===== src/rtl/ccff_chain_loader_pkg.sv =====
// Shared types and sizing helpers for the configuration-chain loader.
//   state_t        : loader FSM states
//   num_words()    : words needed to cover a chain of a given length
//   cnt_w()        : counter width able to hold 0..max
// The localparams below describe the default tile (LUT4 + 2 mux bits).
package ccff_chain_loader_pkg;

  typedef enum logic [2:0] {
    ST_IDLE,
    ST_LOAD,
    ST_SHIFT,
    ST_VERIFY,
    ST_DONE
  } state_t;

  function automatic int num_words(input int chain_len, input int word_w);
    return (chain_len + word_w - 1) / word_w;
  endfunction

  function automatic int cnt_w(input int max_val);
    return (max_val < 1) ? 1 : $clog2(max_val + 1);
  endfunction

  localparam int CHAIN_LEN_DEF = 18;
  localparam int WORD_W_DEF    = 8;
  localparam int NUM_WORDS     = num_words(CHAIN_LEN_DEF, WORD_W_DEF);
  localparam int BIT_CNT_W     = cnt_w(CHAIN_LEN_DEF);
  localparam int WORD_CNT_W    = cnt_w(NUM_WORDS);

endpackage


===== src/rtl/ccff_word_serializer.sv =====
// Word-to-bit serializer for the configuration chain.
//   load      : capture data into the shift register, restart bit count
//   shift     : emit bit_out this cycle and advance by one bit
//   last      : current word is the final one (only LAST_LEN bits used)
//   bit_out   : LSB of the word register
//   word_done : this shift cycle emits the final bit of the word
module ccff_word_serializer
  import ccff_chain_loader_pkg::*;
#(
  parameter int WORD_W   = 8,
  parameter int LAST_LEN = 2
) (
  input  logic              clk,
  input  logic              reset,
  input  logic              load,
  input  logic              shift,
  input  logic              last,
  input  logic [WORD_W-1:0] data,
  output logic              bit_out,
  output logic              word_done
);

  localparam int CW = cnt_w(WORD_W);
  localparam logic [CW-1:0] FULL_END = CW'(WORD_W - 1);
  localparam logic [CW-1:0] LAST_END = CW'(LAST_LEN - 1);

  logic [WORD_W-1:0] word_reg;
  logic [CW-1:0]     wbit;

  always_ff @(posedge clk or negedge reset) begin
    if (!reset) begin
      word_reg <= '0;
      wbit     <= '0;
    end else if (load) begin
      word_reg <= data;
      wbit     <= '0;
    end else if (shift) begin
      word_reg <= word_reg >> 1;
      wbit     <= wbit + 1'b1;
    end
  end

  assign bit_out = word_reg[0];

  // Upper bits of the final word never reach the chain.
  assign word_done = shift && (wbit == (last ? LAST_END : FULL_END));

endmodule


===== src/rtl/ccff_chain_loader.sv =====
// Configuration-chain programmer for one logic-block tile.
//   prog_clk/reset      : clock, async active-low reset
//   start/verify_en     : begin load (verify_en sampled with start)
//   abort               : return to IDLE from any state
//   s_valid/s_ready/s_data : bitstream word stream, bit 0 shifted first
//   ccff_head/ccff_tail : chain serial in / serial out
//   shift_en            : chain clock-enable
//   busy/done/error     : status; error is a sticky verify mismatch
module ccff_chain_loader
  import ccff_chain_loader_pkg::*;
#(
  parameter int CHAIN_LEN = CHAIN_LEN_DEF,
  parameter int WORD_W    = WORD_W_DEF
) (
  input  logic              prog_clk,
  input  logic              reset,
  input  logic              start,
  input  logic              verify_en,
  input  logic              abort,
  input  logic              s_valid,
  output logic              s_ready,
  input  logic [WORD_W-1:0] s_data,
  output logic              ccff_head,
  input  logic              ccff_tail,
  output logic              shift_en,
  output logic              busy,
  output logic              done,
  output logic              error
);

  localparam int NWORDS   = num_words(CHAIN_LEN, WORD_W);
  localparam int BCW      = cnt_w(CHAIN_LEN);
  localparam int WCW      = cnt_w(NWORDS);
  localparam int LAST_LEN = CHAIN_LEN - (NWORDS - 1) * WORD_W;
  localparam logic [BCW-1:0] BIT_END  = BCW'(CHAIN_LEN - 1);
  localparam logic [WCW-1:0] WORD_END = WCW'(NWORDS - 1);

  state_t               state, next;
  logic [BCW-1:0]       bit_cnt;
  logic [WCW-1:0]       word_idx;
  logic [CHAIN_LEN-1:0] shadow;
  logic                 verify_lat;
  logic                 ser_shift, ser_bit, word_done, handshake, accept_start;

  assign ser_shift    = (state == ST_SHIFT) && !abort;
  assign handshake    = s_valid && s_ready;
  assign accept_start = start && !abort && (state == ST_IDLE || state == ST_DONE);

  ccff_word_serializer #(
    .WORD_W   (WORD_W),
    .LAST_LEN (LAST_LEN)
  ) u_ser (
    .clk       (prog_clk),
    .reset     (reset),
    .load      (handshake),
    .shift     (ser_shift),
    .last      (word_idx == WORD_END),
    .data      (s_data),
    .bit_out   (ser_bit),
    .word_done (word_done)
  );

  always_comb begin
    next      = state;
    s_ready   = 1'b0;
    shift_en  = 1'b0;
    ccff_head = 1'b0;
    unique case (state)
      ST_IDLE, ST_DONE: if (start) next = ST_LOAD;
      ST_LOAD: begin
        s_ready = 1'b1;
        if (s_valid) next = ST_SHIFT;
      end
      ST_SHIFT: begin
        shift_en  = 1'b1;
        ccff_head = ser_bit;
        if (word_done)
          next = (bit_cnt != BIT_END) ? ST_LOAD : (verify_lat ? ST_VERIFY : ST_DONE);
      end
      ST_VERIFY: begin
        shift_en  = 1'b1;
        ccff_head = ccff_tail;
        if (bit_cnt == BIT_END) next = ST_DONE;
      end
      default: next = ST_IDLE;
    endcase
    // Gated here so the aborting edge neither shifts the chain nor accepts a word.
    if (abort) begin
      next     = ST_IDLE;
      s_ready  = 1'b0;
      shift_en = 1'b0;
    end
  end

  assign busy = (state == ST_LOAD) || (state == ST_SHIFT) || (state == ST_VERIFY);
  assign done = (state == ST_DONE);

  always_ff @(posedge prog_clk or negedge reset) begin
    if (!reset) begin
      state      <= ST_IDLE;
      bit_cnt    <= '0;
      word_idx   <= '0;
      shadow     <= '0;
      verify_lat <= 1'b0;
      error      <= 1'b0;
    end else begin
      state <= next;
      if (accept_start) begin
        verify_lat <= verify_en;
        error      <= 1'b0;
        bit_cnt    <= '0;
        word_idx   <= '0;
      end
      if (handshake) begin
        for (int unsigned j = 0; j < CHAIN_LEN; j++)
          if (j / WORD_W == 32'(word_idx)) shadow[j] <= s_data[j % WORD_W];
      end
      if (state == ST_SHIFT && shift_en) begin
        // bit_cnt restarts at 0 so VERIFY can use it as the shadow index.
        bit_cnt <= (word_done && bit_cnt == BIT_END) ? '0 : bit_cnt + 1'b1;
        if (word_done && word_idx != WORD_END) word_idx <= word_idx + 1'b1;
      end
      if (state == ST_VERIFY && shift_en) begin
        if (ccff_tail != shadow[bit_cnt]) error <= 1'b1;
        bit_cnt <= bit_cnt + 1'b1;
      end
    end
  end

endmodule


===== config.mk =====
export PLATFORM = sky130hd
export DESIGN_NAME = ccff_chain_loader
export DESIGN_NICKNAME = d
export VERILOG_FILES = /design/src/rtl/ccff_chain_loader_pkg.sv /design/src/rtl/ccff_word_serializer.sv /design/src/rtl/ccff_chain_loader.sv
export SDC_FILE = /design/constraint.sdc
export NUM_CORES = 1
export LEC_CHECK = 0
export BUFFER_PORTS_ARGS = -buffer_cell sky130_fd_sc_hd__buf_2
export CORE_ASPECT_RATIO = 0.8
export CORE_MARGIN = 1.5
export CORE_UTILIZATION = 35
export CTS_CLUSTER_SIZE = 8
export DETAILED_ROUTE_END_ITERATION = 10
export GPL_TIMING_DRIVEN = 0
export SYNTH_ARGS = -nofsm -noshare
export SYNTH_HDL_FRONTEND = slang
export SYNTH_SLANG_ARGS = --single-unit

===== constraint.sdc =====
create_clock -name prog_clk -period 3.72 [get_ports prog_clk]
set_input_delay 0.744 -clock prog_clk [delete_from_list [all_inputs] [get_ports prog_clk]]
set_output_delay 0.744 -clock prog_clk [all_outputs]
set_load 0.05 [all_outputs]

# ---- Word level (Yosys, flattened, before mapping)
# Cells that the tools add are included.
dict set report word_totals {
  reg_bits 42
  latchBits 0
  ram_bits 0
  rom_bits 0
  input_bits 15
  out_inout_bits 6
  word_cells 83
  memories 0
}
dict set report op_classes {
  addsub 3
  mul 0
  n_div 0
  n_lt_le_gt_ge 1
  n_eq_ne 16
  n_shift 0
  muxes 30
  bitwise_logic 0
  reduce_logical 23
}
# op n
set op_table {}
lappend op_table {{3-bit two-way mux} 8}
lappend op_table {{5-bit two-way mux} 4}
lappend op_table {{8-bit two-way mux} 2}
lappend op_table {{3-bit != test (second input constant)} 4}
lappend op_table {{3-bit one-hot mux with 4 select lines} 1}
lappend op_table {{1-bit logical AND} 9}
lappend op_table {{1-bit two-way mux} 8}
lappend op_table {{4-bit two-way mux} 2}
lappend op_table {{3-bit by 2-bit equality test with 1-bit output (second input constant)} 2}
lappend op_table {{5-bit by 6-bit < comparator with 1-bit output (second input constant)} 1}
lappend op_table {{2-bit two-way mux} 3}
lappend op_table {{2-bit AND reduction} 3}
lappend op_table {{5-bit by 1-bit adder with 5-bit output (second input constant)} 1}
lappend op_table {{1-bit binary-select mux with 5-bit select} 1}
lappend op_table {{5-bit equality test (second input constant)} 1}
lappend op_table {{5-bit != test (second input constant)} 1}
lappend op_table {{4-bit by 1-bit adder with 4-bit output (second input constant)} 1}
lappend op_table {{4-bit equality test} 1}
lappend op_table {{4-bit AND reduction} 1}
lappend op_table {{2-bit OR reduction} 2}
lappend op_table {{3-bit by 1-bit equality test with 1-bit output (second input constant)} 1}
lappend op_table {{3-bit equality test (second input constant)} 1}
lappend op_table {{3-bit zero test} 1}
lappend op_table {{1-bit logical OR} 3}
lappend op_table {{other kinds (11)} 11}

# ---- Logic depth before layout (Yosys ltp)
dict set report logic_depth {
  depth_word 8
  depth_mapped 7
  mapped_depth_nobuf 6
}

# ---- Hierarchy
# A second synthesis with hierarchy kept.
dict set report hier_totals {
  cells_unflattened 193
  area_unflattened_um2 2290.9
}
# mod n_inst cells_each area_per_inst_um2 seq_area_each_um2
set by_module_without_submodules {}
lappend by_module_without_submodules {ccff_chain_loader 1 138 1697.9 750.7}
lappend by_module_without_submodules {ccff_word_serializer 1 55 593.1 300.3}

# ---- Worst setup path before layout
# OpenSTA, ideal clock, no wires.
dict set report synth_timing {
  path_kind {input port to flip-flop}
  startpoint {input abort}
  endpoint {register shadow[16]}
  setup_ns 0.125
  arrival_ns 2.521
  required_ns 3.595
  path_slack_ns 1.074
  cell_stages 5
  path_buffers 1
  path_cell_list {nor4b_2 > and2_0 > buf_2 > nand2_1 > mux2_2}
}
dict set report synth_via {
  elab_chain_cells 3
}
# item line_no
set synth_lines {}
lappend synth_lines {{from (decl)} ccff_chain_loader.sv:19} ;# input logic abort,
lappend synth_lines {{1-bit two-way mux} ccff_chain_loader.sv:88} ;# if (abort) begin
lappend synth_lines {{1-bit logical AND} ccff_chain_loader.sv:46} ;# assign handshake = s_valid && s_ready;
lappend synth_lines {{2-bit AND reduction (no source line)} n/a}
lappend synth_lines {{to (signal, indexed assignment)} ccff_chain_loader.sv:116} ;# if (j / WORD_W == 32'(word_idx)) shadow[j] <= s_data[j % WORD_W];
lappend synth_lines {{to (decl)} ccff_chain_loader.sv:41} ;# logic [CHAIN_LEN-1:0] shadow;
# Every way passes these cells.
# A chain may end at the register's enable or synchronous reset.

# ---- Worst setup path after layout
dict set report layout_timing {
  startpoint {input abort}
  endpoint {output shift_en}
}
dict set report layout_via {
  elab_chain_cells 1
}
# item line_no
set layout_lines {}
lappend layout_lines {{1-bit two-way mux} ccff_chain_loader.sv:88}
lappend layout_lines {{to (decl)} ccff_chain_loader.sv:25} ;# output logic shift_en,
# Every way passes these cells.

==> results_dict.tcl <==
set metrics [dict create \
    status "complete, no violations" \
    finalWeightedCongestion 0.7933 \
    die_width_um 92.69 \
    period_share 0.6995 \
    clock_power_share 0.199 \
    dominantRegCellSynth "dfrtp_1" \
    report.final.setup_viol 0 \
    clockBufferDepth 2 \
    timing.final.hold_violations 0 \
    yosysSeqAreaShare 0.4667 \
    reg2reg_to "bit_cnt[4]" \
    crit_path_start_kind "input pin" \
    drcViolationCount 0 \
    groute.layer.met1.usage 0.2126 \
    multi_input_area_um2 1115 \
    fin_cells 309 \
    synth-warning-count 0 \
    cts_tree "built" \
    route.detailed.wl_per_inst_um 15.07 \
    r2r_slack_ns 1.44 \
    area_growth_syn_to_layout_pct 12.94 \
    placeableCoreArea_um2 6068 \
    insertedDiodeCount 0 \
    clk_latency_ns 0.30 \
    critPathArrivalTime_ns 1.86 \
    routed_vias_inst 5.159 \
    comb_power_share 0.374 \
    dp_hpwl_um 3439 \
    switching_share 0.3750 \
    gr-usage-all-layers 0.1454 \
    min_period_ns 2.602 \
    grt.busiest_layer "met2" \
    timing.hold.worst.start "error" \
    mostFrequentLayoutCell "dfrtp_1" \
    finalSetupTns_ns 0 \
    power_leakage_nw 1.130 \
    worst_hold_path.endpoint "error" \
    synth_top_family_by_area "multiplexers" \
    crit_type "in2out" \
    grt_setup_unrepaired "no" \
    sequentialPowerShare 0.428 \
    clk_root_buffer_cell "clkbuf_8" \
    fin_ws_ns 1.118 \
    grt_remaining_overflow 0 \
    final_max_slew_viol_count 0 \
    antenna_found_initial 0 \
    maxClockFrequency_mhz 384.3 \
    global_route_met3_utilization 0.03535 \
    power_per_cell_area_nw_per_um2 604.8 \
    top_level_ports 21 \
    synth-edff-count 0 \
    crit_path_max_fanout 10 \
    synthesis.nets 221 \
    grt_pass1_wl_um 7638 \
    htreeDepth 2 \
    worst_setup_path_end_kind "output pin" \
    reg2reg_depth 7 \
    synthSimpleGateAreaFrac 0.1678 \
    fillers 616 \
    nNetsFinal 248 \
    post_synth_inst_count 200 \
    number_of_design_rule_violations_left_by_the_first_detailed_router_iteration 67 \
    tightestPinTransition_ns 0.9444 \
    antenna_left 0 \
    hold_ws_ns 0.4952 \
    cts_hold_buffers 0 \
    placed_cells_incl_taps 301 \
    synth_compound_gate_area_share 0.09833 \
    clock_sink_count 42 \
    final_cell_mix "dfrtp_1, buf_2, nand2_1, mux2_2, o21ai_0" \
    die_y_um 74.75 \
    skew_ns 0.006072 \
    post_placement_setup_slack_ns 1.112 \
    wirelength_um 4658 \
    ff_latch_area_um2 1051 \
    required_ns 2.98 \
    postCtsResizedCells 0 \
    drt_pre_antenna_iters 4 \
    synth_fa_ha_area_frac 0.03333 \
    cts_made_buffers 5 \
    timing.hold.worst_path_depth 2 \
    number_of_global_route_vias_before_repair 1545 \
    largest_register_ffs 18 \
    ys_types 50 \
    drive_gt1_frac 0.2807 \
    start_util 0.3711 \
    max-vdd-ir-drop_mv 0.2174 \
    clk_pin_slew_ns 0.08 \
    async_flop_share 1.000 \
    syn_area_um2 2252 \
    synth.avg_cell_area_um2 11.26 \
    post_cts_buffers 0 \
    min-delay-path-class "reg2reg" \
    grt.met2_usage 0.2165 \
    post_synth_mux_area_share 0.1839 \
    cell_internal_pwr_uw 961.6 \
    portbufs 20 \
    grt_max_degree 43 \
    num_rows 25 \
    max_capacitance_violation_total 0 \
    via_count 1594 \
    worst_slew_margin_rel 0.3704 \
    power.switching_uw 577.0 \
    worst_r2r_startpoint "bit_cnt[1]" \
    synth_xor_area_frac 0.01167 \
    synth_seq_cells 42 \
    dieArea_um2 6928 \
]
==> worst max path at each step <==
| stage | startpoint | to | slack [ns] | cells after the start |
|---|---|---|---|---|
| 2_1_floorplan | abort | shadow[16] | 1.07 | 5 |
| 3_3_place_gp | abort | shift_en | 1.14 | 5 |
| 3_5_place_dp | abort | shift_en | 1.11 | 5 |
| 4_1_cts | abort | shift_en | 1.11 | 5 |
| 5_1_grt | abort | shift_en | 1.07 | 5 |
| 6_report | abort | shift_en | 1.12 | 5 |
==> cell usage after synthesis (3+ instances only) <==
| cell | n | area [um2] |
|---|---|---|
| o21ai_0 | 10 | 50.05 |
| nor3b_1 | 4 | 30.03 |
| nor4b_1 | 3 | 26.28 |
| dfrtp_1 | 42 | 1051 |
| mux2i_1 | 8 | 80.08 |
| nand2_1 | 26 | 97.59 |
| a21oi_1 | 3 | 15.01 |
| clkbuf_1 | 5 | 18.77 |
| ha_1 | 6 | 75.07 |
| inv_1 | 7 | 26.28 |
| buf_2 | 6 | 30.03 |
| mux2_2 | 21 | 236.5 |
| nand3_1 | 5 | 25.02 |
| nor2_1 | 8 | 30.03 |
==> logic make-up (layout without fill, tap and decap cells) <==
group                    count (synthesis)  in the layout
AND/OR/NAND/NOR                         68             68
flip-flops                              42             42
multiplexers                            33             33
AO/OA/AOI/OAI                           29             29
buffers and inverters                   19             47
adder cells (fa/ha/maj)                  6              6
XOR/XNOR                                 3              3
==> power by group through the flow <==
stage | registers (mW) | clock network (mW) | logic [mW]
3_3_place_gp | 0.664 | 0 | 0.570
6_report | 0.658 | 0.306 | 0.575
2_1_floorplan | 0.656 | 0 | 0.446
4_1_cts | 0.658 | 0.314 | 0.580
3_5_place_dp | 0.667 | 0 | 0.577
5_1_grt | 0.676 | 0.332 | 0.632
==> through the flow <==
step	utilization	total power, mW	instance area, um2
after floorplan	-	1.103	2252
after global placement	0.4043	1.234	2454
after detailed placement	0.4043	1.244	2454
after CTS	0.4192	1.552	2544
after global routing	0.4192	1.640	2544
final	0.4192	1.539	2544
==> per-layer routing <==
| layer | up-vias | routed length (um) |
|---|---|---|
| met2 | 30 | 1886 |
| met1 | 782 | 2546 |
| met4 | 0 | 31 |
| met3 | 4 | 192 |
| met5 | - | 0 |
| li1 | 778 | - |
==> worst max-delay path, cell delays in order <==
cell    delay, ns
buf_2        0.14
or3b_1       0.35
buf_2        0.19
inv_1        0.14
buf_2        0.28
==> area by class of cell <==
cell class              count  area share
multi-input cells         139      0.4383
flip-flops and latches     42      0.4132
well taps                  81     0.03984
repair buffers             20     0.03935
clock buffers               5     0.02705
plain buffers              12     0.02361
inverters                   7     0.01033
clock inverters             3    0.008362
Note: power is estimated with default switching activity, not from simulation.
